--- config.mk ---
export PLATFORM = sky130hd
export DESIGN_NAME = my_crc_block
export DESIGN_NICKNAME = d
export VERILOG_FILES = /design/src/rtl/my_crc_block.sv
export SDC_FILE = /design/constraint.sdc
export NUM_CORES = 1
export LEC_CHECK = 0
export CAP_MARGIN = 5
export CORE_MARGIN = 10
export CORE_UTILIZATION = 50
export DETAILED_ROUTE_END_ITERATION = 7
export GPL_ROUTABILITY_DRIVEN = 0
export PLACE_DENSITY = 0.72
export SYNTH_ARGS = -nofsm -noshare
export SYNTH_HDL_FRONTEND = slang
export SYNTH_SLANG_ARGS = --single-unit
--- constraint.sdc ---
create_clock -name clk -period 6.3 [get_ports clk]
set_input_delay 0.945 -clock clk [delete_from_list [all_inputs] [get_ports clk]]
set_output_delay 0.945 -clock clk [all_outputs]
set_load 0.02 [all_outputs]
--- src/rtl/my_crc_block.sv ---
// Avalon-MM CRC-32 engine: 16-entry push FIFO feeding a byte-per-cycle CRC (poly 0x04C11DB7).
// Define MY_CRC_REFLECT_EN for CRC-32/ISO-HDLC; leave undefined for CRC-32/MPEG-2.
module my_crc_block (
    input  logic        clk,
    input  logic        reset,
    input  logic [1:0]  address,
    input  logic        read,
    input  logic        write,
    input  logic        chipselect,
    input  logic [31:0] writedata,
    output logic [31:0] readdata
);

    localparam logic [31:0] CRC_POLY = 32'h04C1_1DB7;
    localparam logic [31:0] CRC_INIT = 32'hFFFF_FFFF;

    function automatic logic [31:0] crc_step(input logic [31:0] crc, input logic [7:0] din);
        logic [31:0] c;
        c = crc ^ {din, 24'h00_0000};
        for (int i = 0; i < 8; i++) begin
            if (c[31]) begin
                c = {c[30:0], 1'b0} ^ CRC_POLY;
            end else begin
                c = {c[30:0], 1'b0};
            end
        end
        return c;
    endfunction

    function automatic logic [7:0] bitrev8(input logic [7:0] v);
        logic [7:0] r;
        for (int i = 0; i < 8; i++) begin
            r[i] = v[7-i];
        end
        return r;
    endfunction

    function automatic logic [31:0] bitrev32(input logic [31:0] v);
        logic [31:0] r;
        for (int i = 0; i < 32; i++) begin
            r[i] = v[31-i];
        end
        return r;
    endfunction

    // Entry layout: bit 32 = word (1) / byte (0), bits 31:0 = payload.
    logic [32:0] fifo_mem_q [16];
    logic [3:0]  wr_ptr_q, wr_ptr_d;
    logic [3:0]  rd_ptr_q, rd_ptr_d;
    logic [4:0]  fifo_cnt_q, fifo_cnt_d;
    logic        active_q, active_d;
    logic [31:0] cur_data_q, cur_data_d;
    logic        cur_word_q, cur_word_d;
    logic [1:0]  byte_idx_q, byte_idx_d;
    logic [31:0] crc_q, crc_d;
    logic [31:0] count_q, count_d;
    logic        ovf_q, ovf_d;
    logic [31:0] readdata_q, readdata_d;

    logic        wr_en_s, rd_en_s, push_s, clear_s;
    logic        empty_s, full_s, busy_s, last_byte_s, pop_s, push_ok_s, drop_s;
    logic [7:0]  cur_byte_s, feed_byte_s;
    logic [31:0] crc_next_s, result_s, status_s, push_data_s;

    // Bus decode and FIFO/engine handshake conditions.
    always_comb begin
        wr_en_s     = chipselect & write;
        rd_en_s     = chipselect & read;
        push_s      = wr_en_s & ((address == 2'd0) | (address == 2'd1));
        clear_s     = wr_en_s & (address == 2'd2) & writedata[0];
        empty_s     = (fifo_cnt_q == 5'd0);
        full_s      = (fifo_cnt_q == 5'd16);
        busy_s      = ~empty_s | active_q;
        last_byte_s = active_q & (~cur_word_q | (byte_idx_q == 2'd3));
        // Popping in the last-byte cycle keeps the engine gap-free.
        pop_s       = ~empty_s & (~active_q | last_byte_s);
        push_ok_s   = push_s & (~full_s | pop_s);
        drop_s      = push_s & full_s & ~pop_s;
        if (address == 2'd0) begin
            push_data_s = writedata;
        end else begin
            push_data_s = {24'h00_0000, writedata[7:0]};
        end
    end

    // Byte selection and CRC datapath.
    always_comb begin
        case (byte_idx_q)
            2'd0:    cur_byte_s = cur_data_q[7:0];
            2'd1:    cur_byte_s = cur_data_q[15:8];
            2'd2:    cur_byte_s = cur_data_q[23:16];
            2'd3:    cur_byte_s = cur_data_q[31:24];
            default: cur_byte_s = 8'h00;
        endcase
`ifdef MY_CRC_REFLECT_EN
        feed_byte_s = bitrev8(cur_byte_s);
        result_s    = bitrev32(crc_q) ^ 32'hFFFF_FFFF;
`else
        feed_byte_s = cur_byte_s;
        result_s    = crc_q;
`endif
        crc_next_s = crc_step(crc_q, feed_byte_s);
        status_s   = {28'h000_0000, ovf_q, empty_s, full_s, busy_s};
    end

    // Next-state logic for FIFO pointers, engine, CRC, counters and read data.
    always_comb begin
        wr_ptr_d   = wr_ptr_q;
        rd_ptr_d   = rd_ptr_q;
        fifo_cnt_d = fifo_cnt_q;
        active_d   = active_q;
        cur_data_d = cur_data_q;
        cur_word_d = cur_word_q;
        byte_idx_d = byte_idx_q;
        crc_d      = crc_q;
        count_d    = count_q;
        ovf_d      = ovf_q;
        readdata_d = readdata_q;

        if (clear_s) begin
            wr_ptr_d   = 4'd0;
            rd_ptr_d   = 4'd0;
            fifo_cnt_d = 5'd0;
            active_d   = 1'b0;
            byte_idx_d = 2'd0;
            crc_d      = CRC_INIT;
            count_d    = 32'd0;
            ovf_d      = 1'b0;
        end else begin
            if (active_q) begin
                crc_d      = crc_next_s;
                count_d    = count_q + 32'd1;
                byte_idx_d = byte_idx_q + 2'd1;
            end else begin
                crc_d = crc_q;
            end
            if (pop_s) begin
                cur_data_d = fifo_mem_q[rd_ptr_q][31:0];
                cur_word_d = fifo_mem_q[rd_ptr_q][32];
                byte_idx_d = 2'd0;
                active_d   = 1'b1;
                rd_ptr_d   = rd_ptr_q + 4'd1;
            end else if (last_byte_s) begin
                active_d = 1'b0;
            end else begin
                active_d = active_q;
            end
            if (push_ok_s) begin
                wr_ptr_d = wr_ptr_q + 4'd1;
            end else begin
                wr_ptr_d = wr_ptr_q;
            end
            case ({push_ok_s, pop_s})
                2'b10:   fifo_cnt_d = fifo_cnt_q + 5'd1;
                2'b01:   fifo_cnt_d = fifo_cnt_q - 5'd1;
                default: fifo_cnt_d = fifo_cnt_q;
            endcase
            if (drop_s) begin
                ovf_d = 1'b1;
            end else begin
                ovf_d = ovf_q;
            end
        end

        // Reads sample current (pre-write) state.
        if (rd_en_s) begin
            case (address)
                2'd0:    readdata_d = result_s;
                2'd1:    readdata_d = status_s;
                2'd2:    readdata_d = crc_q;
                2'd3:    readdata_d = count_q;
                default: readdata_d = 32'd0;
            endcase
        end else begin
            readdata_d = readdata_q;
        end
    end

    // State registers with synchronous reset.
    always_ff @(posedge clk) begin
        if (reset) begin
            wr_ptr_q   <= 4'd0;
            rd_ptr_q   <= 4'd0;
            fifo_cnt_q <= 5'd0;
            active_q   <= 1'b0;
            cur_data_q <= 32'd0;
            cur_word_q <= 1'b0;
            byte_idx_q <= 2'd0;
            crc_q      <= CRC_INIT;
            count_q    <= 32'd0;
            ovf_q      <= 1'b0;
            readdata_q <= 32'd0;
        end else begin
            wr_ptr_q   <= wr_ptr_d;
            rd_ptr_q   <= rd_ptr_d;
            fifo_cnt_q <= fifo_cnt_d;
            active_q   <= active_d;
            cur_data_q <= cur_data_d;
            cur_word_q <= cur_word_d;
            byte_idx_q <= byte_idx_d;
            crc_q      <= crc_d;
            count_q    <= count_d;
            ovf_q      <= ovf_d;
            readdata_q <= readdata_d;
        end
    end

    // FIFO storage; contents are don't-care while the entry count says empty.
    always_ff @(posedge clk) begin
        if (!reset && push_ok_s) begin
            fifo_mem_q[wr_ptr_q] <= {(address == 2'd0), push_data_s};
        end
    end

    assign readdata = readdata_q;

endmodule

Yosys cells after proc, flatten, opt, wreduce, memory -nomap -nowiden
Memory sizes are Yosys's and may differ from the RTL's. A register that Yosys moved wholly into a read port is not among the register bits.
Cells that the tools add are included.
W data, S select, Z words.
{"block": "op_classes", "muxes": 16, "eq_ne": 9, "n_bitwise": 30, "n_reduce_logical": 11, "addsub": 6}
{"cell": "$mux W27", "n": 8}
{"cell": "$not A14 Y14", "n": 8}
{"cell": "$pmux W32 S3", "n": 1}
{"cell": "$add A32 B1 Y32 const B", "n": 1}
{"cell": "$mux W32", "n": 1}
{"cell": "$pmux W8 S4", "n": 1}
{"cell": "$xor A32 B32 Y32", "n": 1}
{"cell": "$and A1 B1 Y1", "n": 10}
{"cell": "$eq A2 B2 Y1 const B", "n": 5}
{"cell": "$pmux W5 S2", "n": 1}
{"cell": "$add A4 B1 Y4 const B", "n": 2}
{"cell": "$eq A2 B1 Y1 const B", "n": 3}
{"cell": "$not A1 Y1", "n": 6}
{"cell": "$add A5 B1 Y5 const B", "n": 1}
{"cell": "$eq A5 B5 Y1 const B", "n": 1}
{"cell": "$logic_not A5 Y1", "n": 1}
{"cell": "$or A1 B1 Y1", "n": 5}
{"cell": "$sub A5 B1 Y5 const B", "n": 1}
{"cell": "$logic_not A2 Y1", "n": 2}
{"cell": "$mux W1", "n": 4}
{"cell": "$reduce_bool A2 Y1", "n": 2}
{"cell": "$reduce_or A2 Y1", "n": 2}
{"cell": "$reduce_or A3 Y1", "n": 1}
{"cell": "$add A2 B1 Y2 const B", "n": 1}
{"cell": "other kinds (3)", "n": 3}
{"block": "word_totals", "output_inout_bits": 32, "input_bits": 39, "n_memories": 1, "reg_bits": 113, "word_cells": 82, "mem_bits_rw": 528}
{"name": "fifo_mem_q", "depth": 16, "width": 33, "rd": 1, "rd_clocked_by_memory_dff": 1, "write_ports": 1, "line_no": "47", "text": "logic [32:0] fifo_mem_q [16];"}

Longest topological paths before layout
Gate-level depths: netlist of the first run.
{"block": "logic_depth", "word_depth": 19, "ltp_mapped": 13, "ltp_nobuf": 12}

Worst setup path before layout of the first run
No wires, ideal clock.
{"block": "synth_path", "path_type": "in2reg", "from": "input port chipselect", "to": "memory fifo_mem_q[0][0], enable pin", "path_buffers": 1, "arrival_time_ns": 3.178, "stages": 5, "setup_slack_ns": 2.699, "required_ns": 5.877, "setup_ns": 0.423, "cell_sequence": "nand2_1 nor3_1 clkbuf_1 nand2_1 nor2_1"}
{"block": "synth_between", "elab_chain_len": 6}
{"element": "from (decl)", "line_no": "9", "text": "input logic chipselect,"}
{"element": "$and A1 B1 Y1", "line_no": "67", "text": "wr_en_s = chipselect & write;"}
{"element": "$and A1 B1 Y1", "line_no": "69", "text": "push_s = wr_en_s & ((address == 2'd0) | (address == 2'd1));"}
{"element": "$and A1 B1 Y1", "line_no": "77", "text": "push_ok_s = push_s & (~full_s | pop_s);"}
{"element": "$logic_and A1 B1 Y1", "line_no": "210", "text": "if (!reset && push_ok_s) begin"}
{"element": "$mux W1", "line_no": "210"}
{"element": "$mux W1 (implied by the code)", "line_no": "211", "text": "fifo_mem_q[wr_ptr_q] <= {(address == 2'd0), push_data_s};"}
{"element": "to (decl)", "line_no": "47"}
No other way between the ends.

Worst setup path in the final report of the first run
{"block": "layout_path", "from": "register byte_idx_q[0]", "to": "memory fifo_mem_q[9][19], enable pin"}
{"block": "layout_between", "elab_chain_len": 10}
{"element": "from (decl)", "line_no": "54", "text": "logic [1:0] byte_idx_q, byte_idx_d;"}
{"element": "from (signal assigned)", "line_no": "200", "text": "byte_idx_q <= byte_idx_d;"}
{"element": "$eq A2 B2 Y1", "line_no": "74", "text": "last_byte_s = active_q & (~cur_word_q | (byte_idx_q == 2'd3));"}
{"element": "$or A1 B1 Y1", "line_no": "74"}
{"element": "$and A1 B1 Y1", "line_no": "74"}
{"element": "$or A1 B1 Y1", "line_no": "76", "text": "pop_s = ~empty_s & (~active_q | last_byte_s);"}
{"element": "$and A1 B1 Y1", "line_no": "76"}
{"element": "$or A1 B1 Y1", "line_no": "77"}
{"element": "$and A1 B1 Y1", "line_no": "77"}
{"element": "$logic_and A1 B1 Y1", "line_no": "210"}
{"element": "$mux W1", "line_no": "210"}
{"element": "$mux W1 (implied by the code)", "line_no": "211"}
No other way between the ends.

==> results of run 1 <==
report_power, final:
| group | switching (mW) | internal (mW) | total [mW] |
|---|---|---|---|
| logic | 1.95 | 1.94 | 3.89 |
| registers | 0.307 | 5.02 | 5.32 |
| clock network | 1.71 | 2.36 | 4.08 |
cell type report:
cell class,count,area [sq um],area share [%]
clock inverters,41,434.2,1.410
flip-flops and latches,674,18790,61.02
well taps,696,870.8,2.828
inverters,23,86.33,0.2804
clock buffers,85,1851,6.010
repair buffers,96,930.9,3.023
multi-input cells,812,7829,25.43
critical path, delay by kind of cell (launching register included):
kind,cells,cell delay (ns)
buffers and inverters,2,0.68
adder cells (fa/ha/maj),1,0.42
flip-flops,1,0.40
AND/OR/NAND/NOR,5,1.46
state kept, by name, indices dropped and copies added (netlist names), 2 cells and up:
name,cells
byte_idx_q,2
cur_data_q,32
crc_q,32
fifo_cnt_q,5
rd_ptr_q,4
count_q,32
readdata,32
wr_ptr_q,4
fifo_mem_q,528
placed cells by master, fill, tap and decap left out, drive strengths merged, types with 2 or more instances in the layout:
cell,synthesis,layout
a211o,5,5
a211oi,3,3
a21o,2,2
a21oi,53,53
a222oi,8,8
a311oi,28,28
and2,26,26
and3,6,6
and4,3,3
buf,23,28
bufinv,0,6
clkbuf,71,85
clkdlybuf4s50,0,68
clkinv,0,33
dfxtp,146,146
edfxtp,528,528
ha,13,13
inv,23,24
mux2i,14,14
mux4,165,165
nand2,120,120
nand2b,2,2
nand3,9,9
nand3b,2,2
nand4,10,10
nor2,115,115
nor2b,32,32
nor3,37,37
o211ai,13,13
o21ai,26,26
or3,9,9
xnor2,76,76
xnor3,2,2
xor2,28,28
routing by layer:
metal  vias up  routed length [um]  global-route usage, %
met5         -                   0                      0
met2       530               30210                  32.29
met4         0                1464                  5.712
met3       107                3680                  3.372
li1       6341                   -                      -
met1      7363               23940                  24.61
cell families (layout without fill, tap and decap cells):
| kind of cell | Yosys count | in the layout | share of synthesized area (%) |
|---|---|---|---|
| and+or+nand+nor | 374 | 374 | 6.332 |
| muxes | 179 | 179 | 14.31 |
| DFF | 674 | 674 | 69.67 |
| AOI/OAI and AO/OA | 139 | 139 | 3.370 |
| buffers and inverters | 117 | 245 | 1.676 |
| adders and majority gates | 14 | 14 | 0.6778 |
| xor gates and xnor gates | 106 | 106 | 3.969 |
worst min-delay path by stage:
stage / end / cells past startpoint / startpoint
floorplan: cur_data_q[26]$_SDFFE_PP0P_ / 2 / cur_data_q[26]$_SDFFE_PP0P_
global placement: cur_data_q[29]$_SDFFE_PP0P_ / 2 / cur_data_q[29]$_SDFFE_PP0P_
detailed placement: cur_data_q[26]$_SDFFE_PP0P_ / 2 / cur_data_q[26]$_SDFFE_PP0P_
CTS: cur_data_q[26]$_SDFFE_PP0P_ / 2 / cur_data_q[26]$_SDFFE_PP0P_
global route: cur_data_q[8]$_SDFFE_PP0P_ / 2 / cur_data_q[8]$_SDFFE_PP0P_
finish: cur_data_q[24]$_SDFFE_PP0P_ / 2 / cur_data_q[24]$_SDFFE_PP0P_
==> results by group, run 1 <==
Clocking
  – # hold bufs at CTS: 0
  – CTS tree: yes
  – Post-CTS setup buffer count: 0
  – PostCTS Resize Cnt: 0
  – Worst-path clk slew: 0.06 ns
  – CTS H-tree depth: 3
  – Sink Count: 674
  – Clk Latency, worst-skew pair: 0.62 ns
  – Clock tree root buffer cell: clkbuf_16
  – CTS buffer count: 70
  – Clock Path Buffers: 3

Timing
  – Setup TNS: 0 ns
  – Fmax: 301.0 MHz
  – Final Max Slew Viols: 0
  – Fin crit share: 52.74%
  – Slew margin rel.: 14.99%
  – Fin worst setup slack: 2.977 ns
  – Worst slew pin tran: 1.272 ns
  – Final hold violation count: 0
  – Setup Skew: 0.02399 ns
  – Final setup vio count: 0
  – Min Tclk post-route: 3.323 ns
  – Min Hold Slack: 0.4559 ns
  – RSZ-0062 raised after global routing: no

Floorplan
  – Number of primary I/O pins: 71
  – Die height: 252.2 um
  – Die width: 252.2 um
  – Die area: 63590 sq um
  – Core area: 53600 sq um
  – Core Rows: 85
  – Initial core utilization: 50.28%

Logic synthesis
  – Largest area contributor in the synthesized netlist: edfxtp_1
  – Most numerous cell in the Yosys netlist: edfxtp_1
  – Synth Warn #: 0
  – Netlist Area Pre-Place: 26950 sq um
  – Synth area leaders: edfxtp_1 59%, mux4_2 14%, dfxtp_1 11%
  – EDFF count, synth: 528
  – Synthesized area per cell: 16.81 sq um
  – Ys flop type: edfxtp_1
  – Asr flop ratio synth: 0%
  – Cell variety after synth: 42
  – Synthesized instance count: 1603
  – Area share of the largest cell type after synthesis: 58.82%
  – Commonest cells post-synth: 528 x edfxtp_1, 165 x mux4_2, 146 x dfxtp_1
  – Net count after synthesis: 1656
  – Post-synthesis sequential area ratio: 69.67%
  – Flops & latches, synth: 674

Route
  – Initial DRC Count: 1449
  – Routed len/inst: 24.43 um
  – Total Routed Length: 59300 um
  – Via Count: 14.34k
  – Via density: 5.909
  – Drt drc: 0
  – Detail Route Antenna Nets: 0
  – Initial DRT Pass Iterations: 5

Layout
  – # fillers: 3964
  – Fin nets: 1730
  – Post-route cell area: 30790 sq um
  – Util after Layout: 57.44%
  – Ant diodes: 0
  – Share of cells above drive strength 1: 19.35%
  – Area grow syn2layout: 14.23%
  – Final std cells w/o fill: 2427

Place
  – DP Area: 28480 sq um
  – DP Worst Slack: 2.483 ns
  – Dpl hpwl: 33860 um
  – Dpl cells: 2300
  – Port bufs: 70

Critical path
  – Setup CP Type: reg -> reg
  – R2r startpoint: byte_idx_q[0]$_SDFFE_PP0P_
  – CP max stage cell: nor2_4
  – CP required: 6.58 ns
  – Critical path, cell by cell: ha_1, nand3b_1, nor3_1, nor3_1, buf_4, nand2_1, nor2_4, buf_4
  – FF-to-FF path depth: 8
  – Setup crit end: fifo_mem_q[9][19]$_DFFE_PP_
  – CP Max Fanout: 18
  – Max stage delay on crit path: 0.68 ns
  – Worst Setup SP: byte_idx_q[0]$_SDFFE_PP0P_
  – CP Data Arrival Time: 3.60 ns
  – Worst setup SP type: register
  – Critical Path Sink Type: register
  – Worst R2R End: fifo_mem_q[9][19]$_DFFE_PP_
  – R2R setup slack: 2.98 ns

Outcome
  – Status: completed

Pwr
  – Leak pwr: 9.849 nW
  – Post-layout power: 13.29 mW
  – VDD IR max: 0.0002999 V
  – Power per cell area: 431.6 nW/um^2

Global route
  – Initial antenna violation count: 0
  – Largest net degree at the start of global routing: 77
  – GRT Resource Usage Total: 18.99%
  – First-pass GRT wire length: 91940 um
  – Total gr overflow: 0
  – Vias in the first global route: 14.93k

Min path
  – HP Class: reg -> reg

Job
  – Maxcap violations: 0
Power figures use the tool's default switching activity.
==> inputs of run 2 (changes only) <==
- clock period: 6.3 -> 3.34 ns (I/O delays scaled with it)
==> results by group, run 2 (synthesis gave the netlist of run 1 again) <==
Timing
  – Min Tclk post-route: 2.869 ns (was 3.323 ns)
  – Fin crit share: 85.90% (was 52.74%)
  – Final setup vio count: 0 (unchanged)
  – Setup TNS: 0 ns (unchanged)
  – Fin worst setup slack: 0.4709 ns (was 2.977 ns)
  – Min Hold Slack: 0.4160 ns (was 0.4559 ns)
  – Worst slew pin tran: 1.177 ns (was 1.272 ns)
  – Slew margin rel.: 21.34% (was 14.99%)
  – Setup Skew: 0.02099 ns (was 0.02399 ns)
  – Fmax: 348.5 MHz (was 301.0 MHz)
  – Final Max Slew Viols: 0 (unchanged)
  – RSZ-0062 raised after global routing: no (unchanged)
  – Final hold violation count: 0 (unchanged)

Critical path
  – CP required: 3.81 ns (was 6.58 ns)
  – FF-to-FF path depth: 12 (was 8)
  – CP max stage cell: fa_1 (was nor2_4)
  – Setup CP Type: reg -> reg (unchanged)
  – Critical Path Sink Type: register (unchanged)
  – CP bufs+invs: 2 (unchanged)
  – Max stage delay on crit path: 0.43 ns (was 0.68 ns)
  – CP Max Fanout: 9 (was 18)
  – CP Data Arrival Time: 3.34 ns (was 3.60 ns)
  – Critical path, cell by cell: ha_1, nand3b_1, nand2_1, nor2_1, inv_1, fa_1, inv_1, a21o_1, a21oi_1, mux2i_1, xnor2_1, nor2_1 (was ha_1, nand3b_1, nor3_1, nor3_1, buf_4, nand2_1, nor2_4, buf_4)
  – Worst R2R End: fifo_cnt_q[4]$_SDFFE_PP0P_ (was fifo_mem_q[9][19]$_DFFE_PP_)
  – R2R setup slack: 0.47 ns (was 2.98 ns)
  – Worst setup SP type: register (unchanged)
  – R2r startpoint: byte_idx_q[0]$_SDFFE_PP0P_ (unchanged)
  – Cell family with most CP delay: simple AND/OR/NAND/NOR gates (unchanged)

Route
  – Routed len/inst: 24.13 um (was 24.43 um)
  – Drt drc: 0 (unchanged)
  – Via density: 5.857 (was 5.909)
  – Via Count: 14.39k (was 14.34k)
  – Initial DRT Pass Iterations: 7 (was 5)
  – Total Routed Length: 59260 um (was 59300 um)
  – Initial DRC Count: 1296 (was 1449)
  – Detail Route Antenna Nets: 0 (unchanged)

Global route
  – Largest net degree at the start of global routing: 59 (was 77)
  – Total gr overflow: 0 (unchanged)
  – Initial antenna violation count: 0 (unchanged)
  – GRT Resource Usage Total: 18.83% (was 18.99%)
  – First-pass GRT wire length: 90740 um (was 91940 um)
  – Vias in the first global route: 14.81k (was 14.93k)

Layout
  – Most frequent cells in the layout: 528 x edfxtp_1, 165 x mux4_2, 142 x dfxtp_1 (unchanged)
  – Leading cell type in the layout, fill and taps excluded: edfxtp_1 (unchanged)
  – Fin nets: 1759 (was 1730)
  – Final std cells w/o fill: 2456 (was 2427)
  – Ant diodes: 0 (unchanged)
  – Area grow syn2layout: 15.68% (was 14.23%)
  – Util after Layout: 58.17% (was 57.44%)
  – Post-route cell area: 31180 sq um (was 30790 sq um)
  – Max reg flops: 528 (unchanged)
  – Share of cells above drive strength 1: 20.40% (was 19.35%)
  – Largest register by flop count: fifo_mem_q (unchanged)

Floorplan
  – Number of primary I/O pins: 71 (unchanged)
  – Die area: 63590 sq um (unchanged)
  – Core Rows: 85 (unchanged)
  – Die width: 252.2 um (unchanged)
  – Core area: 53600 sq um (unchanged)
  – Initial core utilization: 50.28% (unchanged)
  – Die height: 252.2 um (unchanged)

Place
  – DP Worst Slack: 0.5047 ns (was 2.483 ns)
  – Port bufs: 70 (unchanged)
  – Dpl hpwl: 35480 um (was 33860 um)
  – Dpl cells: 2330 (was 2300)
  – DP Area: 28940 sq um (was 28480 sq um)

Pwr
  – VDD IR max: 0.0005274 V (was 0.0002999 V)
  – Seq pwr share: 39.9% (was 40.1%)
  – Leak pwr: 10.04 nW (was 9.849 nW)
  – Sw Ratio: 29.75% (was 29.87%)
  – Clock power share: 30.3% (was 30.7%)
  – Post-layout power: 25.06 mW (was 13.29 mW)
  – Power per cell area: 803.6 nW/um^2 (was 431.6 nW/um^2)
  – Comb power frac: 29.8% (was 29.3%)
  – Switching power: 7.454 mW (was 3.969 mW)
  – Int Power: 17.60 mW (was 9.320 mW)

Clocking
  – # hold bufs at CTS: 0 (unchanged)
  – Clock tree root buffer cell: clkbuf_16 (unchanged)
  – Clock Path Buffers: 3 (unchanged)
  – PostCTS Resize Cnt: 0 (unchanged)
  – Sink Count: 674 (unchanged)
  – Worst-path clk slew: 0.06 ns (about the same)
  – Clk Latency, worst-skew pair: 0.61 ns (was 0.62 ns)
  – CTS buffer count: 70 (unchanged)
  – CTS H-tree depth: 3 (unchanged)
  – Post-CTS setup buffer count: 0 (unchanged)
  – CTS tree: yes (unchanged)

Min path
  – Hold Crit Start: address[0] (was cur_data_q[24]$_SDFFE_PP0P_)
  – Hold path depth: 3 (was 2)
  – WHS Endpoint: readdata[0]$_SDFFE_PP0P_ (was cur_data_q[24]$_SDFFE_PP0P_)
  – HP Class: in -> reg (was reg -> reg)

Outcome
  – Status: completed (unchanged)

Job
  – Maxcap violations: 0 (unchanged)
[run 2: cell count changes in the layout (fill, tap and decap cells not counted), sizes merged]
| cell | before | now |
|---|---|---|
| buf | 28 | 57 |
| bufinv | 6 | 5 |
| clkbuf | 85 | 83 |
| clkinv | 33 | 30 |
| inv | 24 | 30 |
[run 2: worst max-delay path by stage]
stage / slack [ns] / end / start / depth (start not counted)
2_1_floorplan: -0.10 / fifo_mem_q[0][0]$_DFFE_PP_ / byte_idx_q[0]$_SDFFE_PP0P_ / 8
3_3_place_gp: 0.55 / fifo_cnt_q[4]$_SDFFE_PP0P_ / chipselect / 12
3_5_place_dp: 0.50 / fifo_cnt_q[4]$_SDFFE_PP0P_ / byte_idx_q[0]$_SDFFE_PP0P_ / 12
4_1_cts: 0.49 / fifo_cnt_q[4]$_SDFFE_PP0P_ / byte_idx_q[0]$_SDFFE_PP0P_ / 12
5_1_grt: 0.17 / fifo_cnt_q[4]$_SDFFE_PP0P_ / byte_idx_q[0]$_SDFFE_PP0P_ / 12
6_report: 0.47 / fifo_cnt_q[4]$_SDFFE_PP0P_ / byte_idx_q[0]$_SDFFE_PP0P_ / 12
[run 2: cell type report]
class,count,area (sq um)
inverters,23,86.33
fillers,3953,22420
well taps,696,870.8
repair buffers,125,1366
flip-flops and latches,674,18790
clock buffers,83,1842
clock inverters,43,397.9
multi-input cells,812,7829
[run 2: power groups by stage]
| stage | Clock [mW] | Combinational [mW] | Sequential [mW] |
|---|---|---|---|
| after floorplan | 0 | 6.00 | 9.89 |
| after global placement | 0 | 7.41 | 10.2 |
| after detailed placement | 0 | 7.51 | 10.2 |
| after CTS | 7.74 | 7.55 | 10.0 |
| after global routing | 8.08 | 8.12 | 10.0 |
| final | 7.59 | 7.47 | 9.99 |
[run 2: layer usage]
metal	vias to the layer above	GRT usage (%)	routed length, um
li1	6395	-	-
met1	7376	24.61	24180
met2	523	31.67	29910
met3	91	3.660	3813
met4	0	5.349	1358
met5	-	0	0
[run 2: worst min-delay path: cells and delay by family]
family	cells	cell delay, ns
buf+inv	1	0.17
mux	1	0.20
compound gates	1	0.09
